<file path="src/rtl/can_ifc_wb_wide.sv">
// Wishbone classic slave (8/16/32-bit) to byte-wide CAN register-file bridge.
// Latency: write ack at cycle n+1, read ack at cycle 2n+1 (n = selected lanes), sel==0 ack at cycle 1.
// Backpressure: the Wishbone cycle is held until ack/err; dropping wb_cyc_i aborts with no further strobes.
//
// Ports:
//   clk_i, rst_n_i            clock, async active-low reset
//   wb_cyc_i/stb_i/we_i       Wishbone classic controls
//   wb_adr_i [ADDR_W]         word address; byte address = wb_adr_i*L + lane (mod 256)
//   wb_sel_i [L]              byte-lane selects, little-endian
//   wb_dat_i / wb_dat_o       write data / registered read data
//   wb_ack_o / wb_err_o       cycle termination
//   reg_rst_o                 active-high register-file reset
//   reg_re_o / reg_we_o       one-cycle byte read / write strobes
//   reg_addr_o, reg_data_in_o byte address and byte write data (registered)
//   reg_data_out_i            byte read data, valid one cycle after reg_re_o
// Optional feature: define CAN_IFC_WB_ERR_EN to terminate accesses with
// wb_adr_i*L >= 256 with wb_err_o instead of aliasing them.
module can_ifc_wb_wide #(
  parameter int DATA_W = 32,
  parameter int ADDR_W = 8
) (
  input  logic                  clk_i,
  input  logic                  rst_n_i,
  input  logic                  wb_cyc_i,
  input  logic                  wb_stb_i,
  input  logic                  wb_we_i,
  input  logic [ADDR_W-1:0]     wb_adr_i,
  input  logic [DATA_W/8-1:0]   wb_sel_i,
  input  logic [DATA_W-1:0]     wb_dat_i,
  output logic [DATA_W-1:0]     wb_dat_o,
  output logic                  wb_ack_o,
  output logic                  wb_err_o,
  output logic                  reg_rst_o,
  output logic                  reg_re_o,
  output logic                  reg_we_o,
  output logic [7:0]            reg_addr_o,
  output logic [7:0]            reg_data_in_o,
  input  logic [7:0]            reg_data_out_i
);

  localparam int L   = DATA_W / 8;
  localparam int LSH = $clog2(L);
  localparam int LB  = (L > 1) ? LSH : 1;

  typedef enum logic [1:0] {IDLE, RUN, RDWAIT, DONE} state_t;

  state_t              state_q;
  logic                we_q;
  logic [L-1:0]        pend_q;     // selected lanes not yet issued
  logic [LB-1:0]       lane_q;     // lane currently being strobed
  logic [7:0]          base_q;     // byte address of lane 0
  logic [DATA_W-1:0]   dat_q;
  logic [DATA_W-1:0]   rbuf_q;
  logic [DATA_W-1:0]   wb_dat_q;
  logic                ack_q;
  logic                err_q;
  logic [7:0]          addr_q;
  logic [7:0]          data_q;

  logic [L-1:0]        mask_d;
  logic [LB-1:0]       lane_d;
  logic [L-1:0]        rest_d;
  logic [7:0]          base_d;
  logic [DATA_W-1:0]   dat_src_d;
  logic [7:0]          byte_d;
  logic [DATA_W-1:0]   rbuf_d;
  logic                acc_err_d;

  // Lane selection works on the live request in IDLE and on the remaining
  // mask afterwards, so the address/data registers are loaded on the same
  // edge that enters RUN and are valid for the whole strobe cycle.
  always_comb begin
    mask_d    = (state_q == IDLE) ? wb_sel_i : pend_q;
    lane_d    = '0;
    for (int k = L - 1; k >= 0; k--) begin
      if (mask_d[k]) lane_d = LB'(k);
    end
    rest_d    = mask_d & ~(L'(1) << lane_d);
    base_d    = (state_q == IDLE) ? 8'(32'(wb_adr_i) << LSH) : base_q;
    dat_src_d = (state_q == IDLE) ? wb_dat_i : dat_q;
    byte_d    = dat_src_d[int'(lane_d)*8 +: 8];
    rbuf_d    = rbuf_q;
    rbuf_d[int'(lane_q)*8 +: 8] = reg_data_out_i;
`ifdef CAN_IFC_WB_ERR_EN
    acc_err_d = (32'(wb_adr_i) << LSH) >= 32'd256;
`else
    acc_err_d = 1'b0;
`endif
  end

  always_ff @(posedge clk_i or negedge rst_n_i) begin
    if (!rst_n_i) begin
      state_q  <= IDLE;
      we_q     <= 1'b0;
      pend_q   <= '0;
      lane_q   <= '0;
      base_q   <= '0;
      dat_q    <= '0;
      rbuf_q   <= '0;
      wb_dat_q <= '0;
      ack_q    <= 1'b0;
      err_q    <= 1'b0;
      addr_q   <= '0;
      data_q   <= '0;
    end else begin
      case (state_q)
        IDLE: begin
          if (wb_cyc_i && wb_stb_i) begin
            we_q   <= wb_we_i;
            dat_q  <= wb_dat_i;
            base_q <= base_d;
            rbuf_q <= '0;
            if (acc_err_d) begin
              pend_q  <= '0;
              err_q   <= 1'b1;
              state_q <= DONE;
            end else if (wb_sel_i == '0) begin
              // Empty read completes with all lanes unselected, i.e. zero.
              pend_q  <= '0;
              ack_q   <= 1'b1;
              if (!wb_we_i) wb_dat_q <= '0;
              state_q <= DONE;
            end else begin
              lane_q  <= lane_d;
              pend_q  <= rest_d;
              addr_q  <= base_d + 8'(lane_d);
              if (wb_we_i) data_q <= byte_d;
              state_q <= RUN;
            end
          end
        end
        RUN: begin
          if (!wb_cyc_i) begin
            pend_q  <= '0;
            state_q <= IDLE;
          end else if (!we_q) begin
            state_q <= RDWAIT;
          end else if (pend_q == '0) begin
            ack_q   <= 1'b1;
            state_q <= DONE;
          end else begin
            lane_q <= lane_d;
            pend_q <= rest_d;
            addr_q <= base_q + 8'(lane_d);
            data_q <= byte_d;
          end
        end
        RDWAIT: begin
          if (!wb_cyc_i) begin
            pend_q  <= '0;
            state_q <= IDLE;
          end else begin
            rbuf_q <= rbuf_d;
            if (pend_q == '0) begin
              wb_dat_q <= rbuf_d;
              ack_q    <= 1'b1;
              state_q  <= DONE;
            end else begin
              lane_q  <= lane_d;
              pend_q  <= rest_d;
              addr_q  <= base_q + 8'(lane_d);
              state_q <= RUN;
            end
          end
        end
        default: begin
          ack_q   <= 1'b0;
          err_q   <= 1'b0;
          state_q <= IDLE;
        end
      endcase
    end
  end

  // Strobes decode the registered state; qualifying with wb_cyc_i makes an
  // abort take effect in the very cycle the master lets go of the bus.
  assign reg_we_o      = (state_q == RUN) &&  we_q && wb_cyc_i;
  assign reg_re_o      = (state_q == RUN) && !we_q && wb_cyc_i;
  assign reg_addr_o    = addr_q;
  assign reg_data_in_o = data_q;
  assign reg_rst_o     = ~rst_n_i;
  assign wb_dat_o      = wb_dat_q;
  assign wb_ack_o      = ack_q;
  assign wb_err_o      = err_q;

endmodule

</file>
<file path="config.mk">
export PLATFORM = sky130hd
export DESIGN_NAME = can_ifc_wb_wide
export DESIGN_NICKNAME = d
export VERILOG_FILES = /design/src/rtl/can_ifc_wb_wide.sv
export SDC_FILE = /design/constraint.sdc
export NUM_CORES = 1
export LEC_CHECK = 0
export ABC_AREA = 1
export CAP_MARGIN = 25
export CORE_MARGIN = 2
export CORE_UTILIZATION = 55
export CTS_BUF_LIST = sky130_fd_sc_hd__clkbuf_16
export DETAILED_ROUTE_END_ITERATION = 16
export DONT_BUFFER_PORTS = 1
export MAX_ROUTING_LAYER = met4
export PLACE_DENSITY_LB_ADDON = 0.05
export SLEW_MARGIN = 15
export SYNTH_ARGS = -nofsm -noshare
export SYNTH_HDL_FRONTEND = slang
export SYNTH_SLANG_ARGS = --single-unit
</file>
<file path="constraint.sdc">
create_clock -name clk_i -period 2.6 [get_ports clk_i]
set_input_delay 0.65 -clock clk_i [delete_from_list [all_inputs] [get_ports clk_i]]
set_output_delay 0.65 -clock clk_i [all_outputs]
set_load 0.02 [all_outputs]
</file>
# Yosys cells after proc, flatten, opt, wreduce, memory -nomap -nowiden
# Cells that the tools add are included.
# word_totals
reg_bits,130
in_bits,57
wordCells,115
# classes
n_mux,60
n_bitwise,3
n_reduce_logical,20
eq_ne,14
n_addsub,3
n_shift,4
# ops
op,count
32-bit two-way mux,8
32-bit one-hot mux with 2 select lines,2
8-bit two-way mux,13
2-bit two-way mux,17
5-bit negation with 33-bit output,1
"8-bit by 33-bit variable shift with 32-bit output, first input constant",1
8-bit by 33-bit indexed part select with 32-bit output,1
32-bit bitwise mux,1
32-bit by 6-bit indexed part select with 8-bit output,1
4-bit two-way mux,7
8-bit one-hot mux with 3 select lines,1
8-bit by 2-bit adder with 8-bit output,2
"2-bit != test, second input constant",8
8-bit one-hot mux with 2 select lines,1
2-bit one-hot mux with 3 select lines,2
4-bit one-hot mux with 3 select lines,1
6-bit AND reduction,2
4-bit zero test,2
7-bit AND reduction,1
1-bit two-way mux,6
3-bit AND reduction,2
1-bit logical AND,5
5-bit AND reduction,1
4-bit AND,1
14 further kinds,17

# Logic depth before layout (Yosys ltp)
# depth
word_depth,13
ltp_mapped,17

# Least setup slack after synthesis
# Ideal clock, no wire load.
# synth_timing
path_type,register to register
start,reg state_q[0]
end,"reg addr_q[4], in the netlist reg_addr_o[4]"
slack_ns,0.221
t_arrival_ns,2.262
required_time_ns,2.483
n_path_buf,0
stages_incl_launch_ff,17
cell_sequence,dfrtp_1 > inv_1 > ha_1 > inv_2 > nand2_1 > nand2_2 > nand2_4 > nand2_2 > nand2_1 > inv_1 > ha_1 > inv_1 > fa_1 > inv_1 > nand4_1 > nand3_1 > nand2_1
# synth_between
elab_chain_cells,11
elab_cells_between_ends,25
cone_classes,add/sub: 2; eq/ne: 7; mux: 13; reduce/logical: 3
# synth_lines
item,line_no,text
from (decl),47,state_t state_q;
from (signal assigned),93,state_q <= IDLE;
from (signal assigned),116,state_q <= DONE;
from (signal assigned),122,state_q <= DONE;
2-bit zero test *,73,mask_d = (state_q == IDLE) ? wb_sel_i : pend_q;
4-bit two-way mux *,73,
2-bit two-way mux (3 in series),76,if (mask_d[k]) lane_d = LB'(k);
2-bit two-way mux *,76,
net lane_d[0],61,logic [LB-1:0] lane_d;
8-bit by 2-bit adder with 8-bit output,"144, 161",
8-bit two-way mux,"138, 154",
8-bit two-way mux,136,end else if (!we_q) begin
8-bit two-way mux,133,if (!wb_cyc_i) begin
8-bit one-hot mux with 3 select lines *,106,case (state_q)
to (signal assigned),126,addr_q <= base_d + 8'(lane_d);
to (signal assigned),144,addr_q <= base_q + 8'(lane_d);
to (signal assigned),161,addr_q <= base_q + 8'(lane_d);
to (decl),57,logic [7:0] addr_q;
# The timed path passes the listed nets; every way through them passes the cells marked *. The select of a mux whose other input is x is not followed.
# A chain may end at the register's enable or synchronous reset.

# Final worst setup path
# layout_timing
start,reg state_q[1]
end,out reg_we_o
# layout_between
elab_chain_cells,3
# layout_lines
item,line_no,text
2-bit by 1-bit equality test with 1-bit output,177,assign reg_we_o = (state_q == RUN) && we_q && wb_cyc_i;
1-bit logical AND (2 in series),177,
to (decl),35,"output logic reg_we_o,"
# No other way between the ends.

==> run metrics <==
port bufs 0; wire per inst 15.3 µm; first-pass GRT wire length 27700 µm; largest fanout on the critical path 4; Starting Density 0.558; Clock power frac 0.232; Syn Nets 1009; IO Count 110; antenna violations before repair 0; CTS tree yes; Yosys reg bits 130; crit end category output pin; Clock Sink Count 130; router iterations before antenna repair 6; Worst-Margin Slew 742 ps; worst path buffer plus inverter count 1; clock buffer depth 2; unrepaired setup endpoints after global routing no; ratio of cells with drive above 1 in the final layout 0.0827; Setup CP Type reg -> out; setup ws final 143 ps; ANT nets after route 0; post-synthesis sequential area ratio 0.466; CTS clk-pin slew, worst paths 60 ps; leakage 3.79 nW; # diodes 0; fmax 0.407 GHz; most common cell after layout, fill and taps aside nand2_1; max_slew headroom 0.501; most used flip-flop cell after synthesis dfrtp_1; Cells after Synth 940; synth warn 0; Remaining Overflow, GRT 0; Placement Cell Area 7080 µm²; standard-cell rows 41; GPL Wtd Cong 0.901; switch share 0.453; status finished, violations left; H-Tree Depth 4; height of the die 117 µm; CP cell instances inv_1, ha_1, nand2_1, nor2_1; Final Hold Slack -83.3 ps; Place WS -214 ps; slowest CP cell nor2_1; Avg Inst Size Synth 7.42 µm²; FFs w/ async S/R, synth 1.00; drt total wl 17100 µm; P_sw 0.00421 W; final setup fails 0; skew final 7.19 ps; Reg power frac 0.325; most frequent cells in the layout nand2_1, dfrtp_1, inv_1; Yosys cell types 34; failing checks negative hold slack; # DRC 0; EDFF count, synth 0; finished layout cell area 7680 µm²; post-DP HPWL 11400 µm; via count 6046; Final Max Tran Viols 0; Max Cap Violations 0; final design utilization 0.614; critical path data required time 1950 ps; critical path's top delay family simple AND/OR/NAND/NOR gates; chip width 117 µm; Worst VDD drop 638 µV; P_int 0.00510 W; die area 13600 µm²; nets@finish 1000; drt via density 5.42; Post-Syn Area 6980 µm²; Critical R2R Launch state_q[1]$_DFFE_PN0P_; Iter 0 DRT Violations 609; Core ar. 12500 µm²; total CTS buffers 17; Power, Total 0.00931 W; Hold Vio Cnt, Final 130; min Tclk post-route 2460 ps; worst-skew pair later-pin latency 430 ps; worst hold path class in -> async; pwr/cell area 1210 nW/µm²; total global-route track usage 0.269; delay of the slowest critical-path stage 440 ps; CTS root buf clkbuf_16; period utilization 0.945; number of global-route vias before repair 5765; logic gate share of total power 0.443; largest net degree at the start of global routing 132; crit path DAT 1810 ps; critical path launch point type flop; area grow syn2layout 10.1%; CP startpoint state_q[1]$_DFFE_PN0P_
==> sequential cells by signal (all words and copies together), names as in the netlist <==
name           cells
pend_q             4
base_q             8
dat_q             32
lane_q             2
wb_dat_o          32
state_q            2
reg_addr_o         8
rbuf_q            32
reg_data_in_o      8
wb_ack_o           1
we_q               1
==> what timing repair did <==
action | CTS | global route
pin swaps | 1 | 0
hold endpoints to repair | 130 | 130
setup buffers | 0 | 2
gates cloned | 1 | 0
endpoints found under the setup margin | 32 | 6
gates resized for setup | 1 | 6
==> metrics by stage <==
stage / cells / TNS (ps)
floorplan: 940 / 0
global placement: 1080 / -1990
detailed placement: 1080 / -6120
CTS: 1112 / 0
global route: 1115 / 0
finish: 1115 / 0
==> power by group through the flow <==
| stage | Clock [W] | Combinational [W] | Sequential (W) |
|---|---|---|---|
| floorplan | 0 | 0.00314 | 0.00298 |
| global placement | 0 | 0.00381 | 0.00304 |
| detailed placement | 0 | 0.00393 | 0.00306 |
| CTS | 0.00220 | 0.00399 | 0.00303 |
| global route | 0.00229 | 0.00462 | 0.00309 |
| finish | 0.00216 | 0.00412 | 0.00303 |
==> cell usage after synthesis (2+ instances only) <==
cell	n	area share
inv_1	72	0.039
nand2_4	3	0.0048
buf_2	17	0.012
nor3_1	5	0.0036
buf_4	12	0.013
ha_1	11	0.020
o22ai_1	10	0.0090
nand2_1	361	0.19
buf_1	2	0.0011
a21oi_2	2	0.0025
a21boi_0	9	0.0097
mux2i_1	2	0.0029
clkbuf_1	17	0.0091
nand3_1	68	0.049
inv_2	6	0.0032
o21ai_0	57	0.041
dfrtp_1	130	0.47
nand2_2	6	0.0054
nand4_1	36	0.032
nor2_1	52	0.028
nor2_4	4	0.0065
o21ai_1	12	0.0086
a21oi_1	35	0.025
==> cell families (layout without fill, tap and decap cells) <==
| group | after synthesis | after routing | synth area share |
|---|---|---|---|
| fa+ha+maj | 12 | 12 | 0.0226 |
| other cells | 1 | 1 | 0.000537 |
| compound gates | 129 | 129 | 0.101 |
| mux | 2 | 2 | 0.00287 |
| flops | 130 | 130 | 0.466 |
| xor+xnor | 2 | 2 | 0.00251 |
| buf+inv | 127 | 129 | 0.0782 |
| simple gates | 537 | 538 | 0.326 |
==> path summary, 6_finish.rpt <==
path	end	slack, ps	cells after the start
min reg2reg	rbuf_q[23]$_DFFE_PN0P_	470	2
min	wb_dat_o[27]$_DFFE_PN0P_	-80	0
max in group asynchronous	base_q[6]$_DFFE_PN0P_	2510	0
max	reg_we_o	140	4
max reg2reg	reg_addr_o[5]$_DFFE_PN0P_	150	16
min in group clk_i	dat_q[12]$_DFFE_PN0P_	340	2
==> area by class of cell <==
type | count | area [µm²]
Fill cell | 1156 | 4840
Sequential cell | 130 | 3250
Multi-Input combinational cell | 684 | 3220
Clock buffer | 17 | 425
Inverter | 79 | 299
Tap cell | 172 | 215
Timing Repair Buffer | 19 | 166
Clock inverter | 14 | 101
==> per-layer routing <==
layer / global-route usage / part of all wire / vias up / wire (µm)
met4: 0.111 / 0.025 / 0 / 421
met3: 0.0727 / 0.068 / 33 / 1160
li1: - / - / 3010 / -
met1: 0.326 / 0.42 / 2797 / 7200
met5: - / 0 / - / 0
met2: 0.427 / 0.49 / 206 / 8280
Power figures use the tool's default switching activity.
